===== src/rtl/matrix_unloader.sv =====
// Snapshots one DIM x DIM matrix from the output register and streams it
// row-major over a valid/ready interface, one element per transfer.
module matrix_unloader #(
    parameter int ELEM_W = 16,
    parameter int DIM    = 4
) (
    input  logic                        i_clk,
    input  logic                        i_reset,
    input  logic                        i_start,
    output logic                        o_read_data,
    input  logic [DIM*DIM*ELEM_W-1:0]   i_data,
    output logic [ELEM_W-1:0]           o_out_data,
    output logic                        o_out_valid,
    input  logic                        i_out_ready,
    output logic [$clog2(DIM)-1:0]      o_out_row,
    output logic [$clog2(DIM)-1:0]      o_out_col,
    output logic                        o_out_last,
    output logic                        o_busy,
    output logic                        o_done
);
    localparam int N  = DIM * DIM;
    localparam int KW = $clog2(N);
    localparam int RW = $clog2(DIM);

    typedef enum logic [2:0] {
        S_IDLE,
        S_REQ,
        S_LOAD,
        S_STREAM,
        S_DONE
    } state_t;

    state_t                   r_state;
    state_t                   w_next;
    logic [N-1:0][ELEM_W-1:0] r_snap;
    logic [KW-1:0]            r_k;
    logic                     w_last;
    logic                     w_xfer;

    assign w_last = (r_k == KW'(N - 1));
    assign w_xfer = (r_state == S_STREAM) && i_out_ready;

    always_ff @(posedge i_clk or negedge i_reset) begin
        if (!i_reset) begin
            r_state <= S_IDLE;
        end else begin
            r_state <= w_next;
        end
    end

    // The counter stops at the last index; the FSM leaves STREAM on that transfer.
    always_ff @(posedge i_clk or negedge i_reset) begin
        if (!i_reset) begin
            r_snap <= '0;
            r_k    <= '0;
        end else if (r_state == S_LOAD) begin
            r_snap <= i_data;
            r_k    <= '0;
        end else if (w_xfer && !w_last) begin
            r_k    <= r_k + KW'(1);
        end
    end

    always_comb begin
        w_next      = r_state;
        o_read_data = 1'b0;
        o_out_valid = 1'b0;
        o_busy      = 1'b0;
        o_done      = 1'b0;
        case (r_state)
            S_IDLE: begin
                if (i_start) w_next = S_REQ;
            end
            S_REQ: begin
                o_read_data = 1'b1;
                o_busy      = 1'b1;
                w_next      = S_LOAD;
            end
            S_LOAD: begin
                o_busy = 1'b1;
                w_next = S_STREAM;
            end
            S_STREAM: begin
                o_busy      = 1'b1;
                o_out_valid = 1'b1;
                if (w_xfer && w_last) w_next = S_DONE;
            end
            S_DONE: begin
                o_done = 1'b1;
                w_next = S_IDLE;
            end
            default: w_next = S_IDLE;
        endcase
    end

    // Element-side outputs read as zero whenever nothing is being offered.
    assign o_out_data = o_out_valid ? r_snap[r_k] : '0;
    assign o_out_row  = o_out_valid ? RW'(r_k / KW'(DIM)) : '0;
    assign o_out_col  = o_out_valid ? RW'(r_k % KW'(DIM)) : '0;
    assign o_out_last = o_out_valid && w_last;

endmodule


===== config.mk =====
export PLATFORM = sky130hd
export DESIGN_NAME = matrix_unloader
export DESIGN_NICKNAME = d
export VERILOG_FILES = /design/src/rtl/matrix_unloader.sv
export SDC_FILE = /design/constraint.sdc
export NUM_CORES = 1
export LEC_CHECK = 0
export ABC_AREA = 1
export CORE_AREA = 2 2 157 159
export DETAILED_ROUTE_END_ITERATION = 12
export DIE_AREA = 0 0 159 161
export PLACE_DENSITY = 0.85
export SLEW_MARGIN = 40
export SYNTH_ARGS = -nofsm -noshare
export SYNTH_HDL_FRONTEND = slang
export SYNTH_SLANG_ARGS = --single-unit

===== constraint.sdc =====
create_clock -name i_clk -period 3.3 [get_ports i_clk]
set_input_delay 0.33 -clock i_clk [delete_from_list [all_inputs] [get_ports i_clk]]
set_output_delay 0.33 -clock i_clk [all_outputs]
set_load 0.03 [all_outputs]

After elaboration in Yosys (flattened, before gate mapping)
Index checks and enable logic that the tools add are counted.

Register bits after elaboration: 263. Latch bits: 0. Bits in writable memories: 0. Bits in read-only memories: 0. Input port bits: 260. Output and inout port bits: 25. Memories: 0.

Add/subtract/negate cells: 1. Multipliers: 0. Divide/modulo/power cells: 0. Magnitude comparators: 1. Eq/ne operators: 7. Shift-type cells: 0. Mux-type cells: 14. Bitwise operators: 0. Reductions and logical operators: 9.

Operators by type and width (count): 16-bit binary-select mux with 4-bit select (1); 16-bit two-way mux (2); 3-bit one-hot mux with 4 select lines (1); 4-bit two-way mux (2); 3-bit by 2-bit == test with 1-bit output, second input constant (2); 3-bit two-way mux (2); 4-bit by 5-bit less-than comparator with 1-bit output, second input constant (1); 4-bit by 1-bit adder with 4-bit output, second input constant (1); 4-bit == test, second input constant (1); 1-bit logical AND (4); 1-bit two-way mux (4); 2-bit two-way mux (2); 3-bit by 1-bit == test with 1-bit output, second input constant (1); 3-bit == test, second input constant (1); 3-bit zero test (1); 3-bit OR reduction (1); 2-bit by 1-bit != test with 1-bit output, second input constant (1); 2-bit != test, second input constant (1); 2-bit AND reduction (1); 2-bit nonzero test (1); 1-bit zero test (1).

Depth between registers and ports, before layout
Word-level depth: 5. Depth in mapped cells: 11. Mapped depth without buffers: 9.

Worst setup path after synthesis
OpenSTA, ideal clock, no wires.

Kind: reg-to-output. Start point: register r_k[0]. End point: output o_out_data[0]. Data arrival time: 1.597 ns. Path slack: 1.373 ns. Cell stages (with the launch flop): 11. Buffers on the path: 3. Cells stage by stage: dfrtp_1 > buf_4 > buf_6 > buf_2 > nand2_1 > nand3_1 > nand2_1 > nand2_1 > nand2_1 > inv_1 > a21oi_1.

Word-level cells in the longest chain between the ends: 3.

RTL lines: start, declared (RTL line 36) `logic [KW-1:0] r_k;`; start signal, assigned (RTL line 60) `r_k <= r_k + KW'(1);`; 16-bit binary-select mux with 4-bit select (RTL line 97) `assign o_out_data = o_out_valid ? r_snap[r_k] : '0;`; 16-bit two-way mux (implied by the code) (RTL line 97); 16-bit two-way mux (RTL line 97); end, declared (RTL line 12) `output logic [ELEM_W-1:0] o_out_data,`.

Every way passes these cells. The select of a mux whose other input is x is not followed.

Worst setup path in the final report
Start point: register r_k[0]. End point: output o_out_data[10].

Same word-level chain as after synthesis.

==> metrics.txt <==
run status=complete, no violations; final core utilization=a little over two thirds; Clock Sink Count=around 260; global-route total usage across every layer=a little under a third; Clock power frac=roughly 20%; per-instance average area after synthesis=approximately 7.3 um^2; vias in the first global route=12.2k; Maximum Capacitance Violations=0; register area share after synthesis=roughly half; count leader, synth=sky130_fd_sc_hd__nand2_1; non-filler cells, final=2,354; number of enable flip-flop cells after synthesis=0; top cells by count, synth=sky130_fd_sc_hd__nand2_1 (698), sky130_fd_sc_hd__dfrtp_1 (263), sky130_fd_sc_hd__inv_1 (230); highest achievable clock rate=0.326 GHz; net total in the final layout=~2.3k; CTS tree=done; post-layout power=about 16 mW; Critical Path End Type=output pin; maximum vdd ir drop=around 0.00046 V; wire length of the first global-routing pass=62,900 um; critical path fanouts, max=49; maximum number of pins on one net before global-route repair=roughly 150; fin crit share=93.0%; proportion of total power due to net switching=between 40% and 50%; leakage power total=8.30 nW; setup total negative slack=0 ns; count of mapped cells out of synthesis=approximately 1.8k; CP required=a little under 3 ns; total global routing overflow=0; maximum root-to-sink buffer count=3; vias per std cell=~5.2; num ports=285; startpoint type of the worst setup path=flip-flop; fraction of post-synthesis cell area in the top cell type by area=approximately half; DRC viols=0; Std-Cell Core Area=approximately 24,000 um^2; internal power=a little over 9 mW; IO buf count=284; placement-stage cell area=around 16,000 um^2; Final setup viols=0; RSZ-0062 raised after global routing=no; Antenna Nets Post-Route=0; die width=159 um; fraction of registers with async set or reset after synthesis=100%; Cell Pwr Density=around 930 nW/um^2; number of DRC violations after detailed-routing iteration 0=between 1.5k and 2k; Cell Count Post-Placement=around 2.3k; number of cells upsized or downsized after cts=0; slew of the pin with the lowest slew margin=0.786 ns; worst setup skew after layout=about 0.020 ns; 1st-pass router iterations=6; effective utilization at floorplan=54.2%; shortest clock period the worst path allows after layout=around 3.1 ns; area of the mapped netlist=13,000 um^2; fraction of power consumed by combinational cells=45.3%; Switch Pwr=~6.5 mW; Inserted Clock Buffers=27; post-synth top area cell=sky130_fd_sc_hd__dfrtp_1; via count=about 12k; clock transition time at the flip-flop clock pins of the worst setup and hold paths=around 0.060 ns; H-tree level count=1; number of antenna violations at the first check in global routing=0; synthesized netlist net count=2,042; Die Y=roughly 160 um; final max-slew violation count=0; number of warning messages in the yosys log=0; Min-Delay Path Class=primary input to flip-flop; area of all placed cells without fillers=between 15,000 and 20,000 um^2; count of standard-cell rows=57; Yosys cell types=21; data arrival time of the worst path=2.74 ns; share of final-layout standard cells stronger than drive strength 1=approximately 4.4%; antenna cells=0; root buffer selected by CTS=sky130_fd_sc_hd__clkbuf_16; Reg power frac=about a third; biggest area contributors in the synthesized netlist=sky130_fd_sc_hd__dfrtp_1 (51%), sky130_fd_sc_hd__nand2_1 (20%), sky130_fd_sc_hd__o21ai_0 (8.2%); final-report hold violation count=0; Slew HR=approximately 48%; detailed placer's ending HPWL=roughly 28,000 um; most used flip-flop cell after synthesis=sky130_fd_sc_hd__dfrtp_1; clk_lat worst skew=0.53 ns; kind of critical path=flip-flop to output pin; floorplan die area=25,600 um^2; post-synthesis register bit count=roughly 260; post-synthesis to final-layout area growth=30.2%; average wire per cell in the routed design=between 15 and 20 um; total routed wirelength=between 30,000 and 40,000 um; global placement routability congestion=slightly above 0.9
==> per-stage QoR <==
step	hold slack (ns)	worst slack, ns
global placement	0.351	0.858
floorplan	0.0344	1.37
CTS	0.328	0.251
detailed placement	0.352	0.821
global route	0.336	0.0782
finish	0.339	0.230
==> worst max-delay path, stage by stage, from the launching register on <==
cell and delay, ns:
sky130_fd_sc_hd__dfrtp_4 0.73, sky130_fd_sc_hd__buf_4 0.50, sky130_fd_sc_hd__nor2_1 0.11, sky130_fd_sc_hd__nor2_1 0.10, sky130_fd_sc_hd__nand2_1 0.06, sky130_fd_sc_hd__nand3_1 0.08
sky130_fd_sc_hd__nand3_1 0.09, sky130_fd_sc_hd__a21oi_1 0.35, sky130_fd_sc_hd__buf_12 0.17
==> power by group through the flow <==
stage | Combinational (mW) | Sequential [mW] | Clock [mW]
3_3_place_gp | 6.81 | 5.43 | 0
5_1_grt | 8.01 | 5.58 | 3.34
4_1_cts | 7.09 | 5.44 | 3.18
6_report | 7.13 | 5.46 | 3.16
3_5_place_dp | 7.00 | 5.48 | 0
2_1_floorplan | 4.90 | 5.20 | 0
==> metal layers <==
layer,vias up,global-route usage (%),wire [um]
li1,5863,-,-
met1,5726,42.1,16100
met2,669,48.9,18000
met3,91,5.60,3600
met4,0,11.5,1510
met5,-,0,0
==> cells in the final DEF, fill, tap and decap left out <==
master	n
sky130_fd_sc_hd__nand2_1	698
sky130_fd_sc_hd__clkdlybuf4s50_1	267
sky130_fd_sc_hd__dfrtp_1	261
sky130_fd_sc_hd__inv_1	230
sky130_fd_sc_hd__o21ai_0	212
sky130_fd_sc_hd__nand3_1	132
sky130_fd_sc_hd__nor2_1	110
sky130_fd_sc_hd__clkbuf_16	27
sky130_fd_sc_hd__buf_12	20
sky130_fd_sc_hd__buf_4	18
sky130_fd_sc_hd__a21oi_1	16
sky130_fd_sc_hd__clkbuf_1	8
sky130_fd_sc_hd__clkbuf_8	5
sky130_fd_sc_hd__clkinv_2	5
sky130_fd_sc_hd__bufinv_16	4
sky130_fd_sc_hd__inv_2	3
sky130_fd_sc_hd__clkinv_1	2
sky130_fd_sc_hd__nor3_1	2
sky130_fd_sc_hd__nor2_2	1
sky130_fd_sc_hd__a21oi_2	1
sky130_fd_sc_hd__nand2_2	1
sky130_fd_sc_hd__inv_8	1
sky130_fd_sc_hd__xor2_1	1
sky130_fd_sc_hd__ha_1	1
sky130_fd_sc_hd__dlygate4sd3_1	1
sky130_fd_sc_hd__buf_8	1
sky130_fd_sc_hd__dfrtp_4	1
sky130_fd_sc_hd__dfrtp_2	1
==> sequential cells by signal, summed over array words and instances (netlist names) <==
signal and count:
r_state 3, r_k 4, r_snap 256
==> path summary, 6_finish.rpt <==
path                            start             end  slack, ns  depth (start not counted)
hold / removal              i_data[3]       r_snap[3]       0.34                          3
max in group asynchronous     i_reset     r_snap[230]       1.89                          3
hold reg to reg            r_snap[70]      r_snap[70]       0.49                          2
min in group asynchronous     i_reset     r_snap[227]       0.37                          2
setup reg to reg               r_k[2]          r_k[2]       0.99                         10
setup / recovery               r_k[0]  o_out_data[10]       0.23                          8
==> cell families (layout without fill, tap and decap cells) <==
family / after synthesis / count (layout) / share of synthesized area, %
fa+ha+maj: 1 / 1 / 0.0963
simple gates: 944 / 944 / 28.6
buf+inv: 343 / 592 / 11.8
xor+xnor: 1 / 1 / 0.0674
flops: 263 / 263 / 50.6
compound gates: 229 / 229 / 8.85
==> final cells by class <==
| class | count | area, um^2 |
|---|---|---|
| multi-input combinational | 1175 | 4890 |
| tap | 324 | 405 |
| inverter | 236 | 893 |
| clock inverter | 9 | 145 |
| clock buffer | 40 | 774 |
| sequential | 263 | 6590 |
| fill | 1893 | 7040 |
| timing repair buffer | 307 | 3230 |
==> timing repair <==
action,CTS,global route
hold buffers,1,0
endpoints found under the setup margin,0,0
hold endpoints to repair,79,0
setup buffers,0,0
No activity file was read; power rests on OpenSTA's default activity.
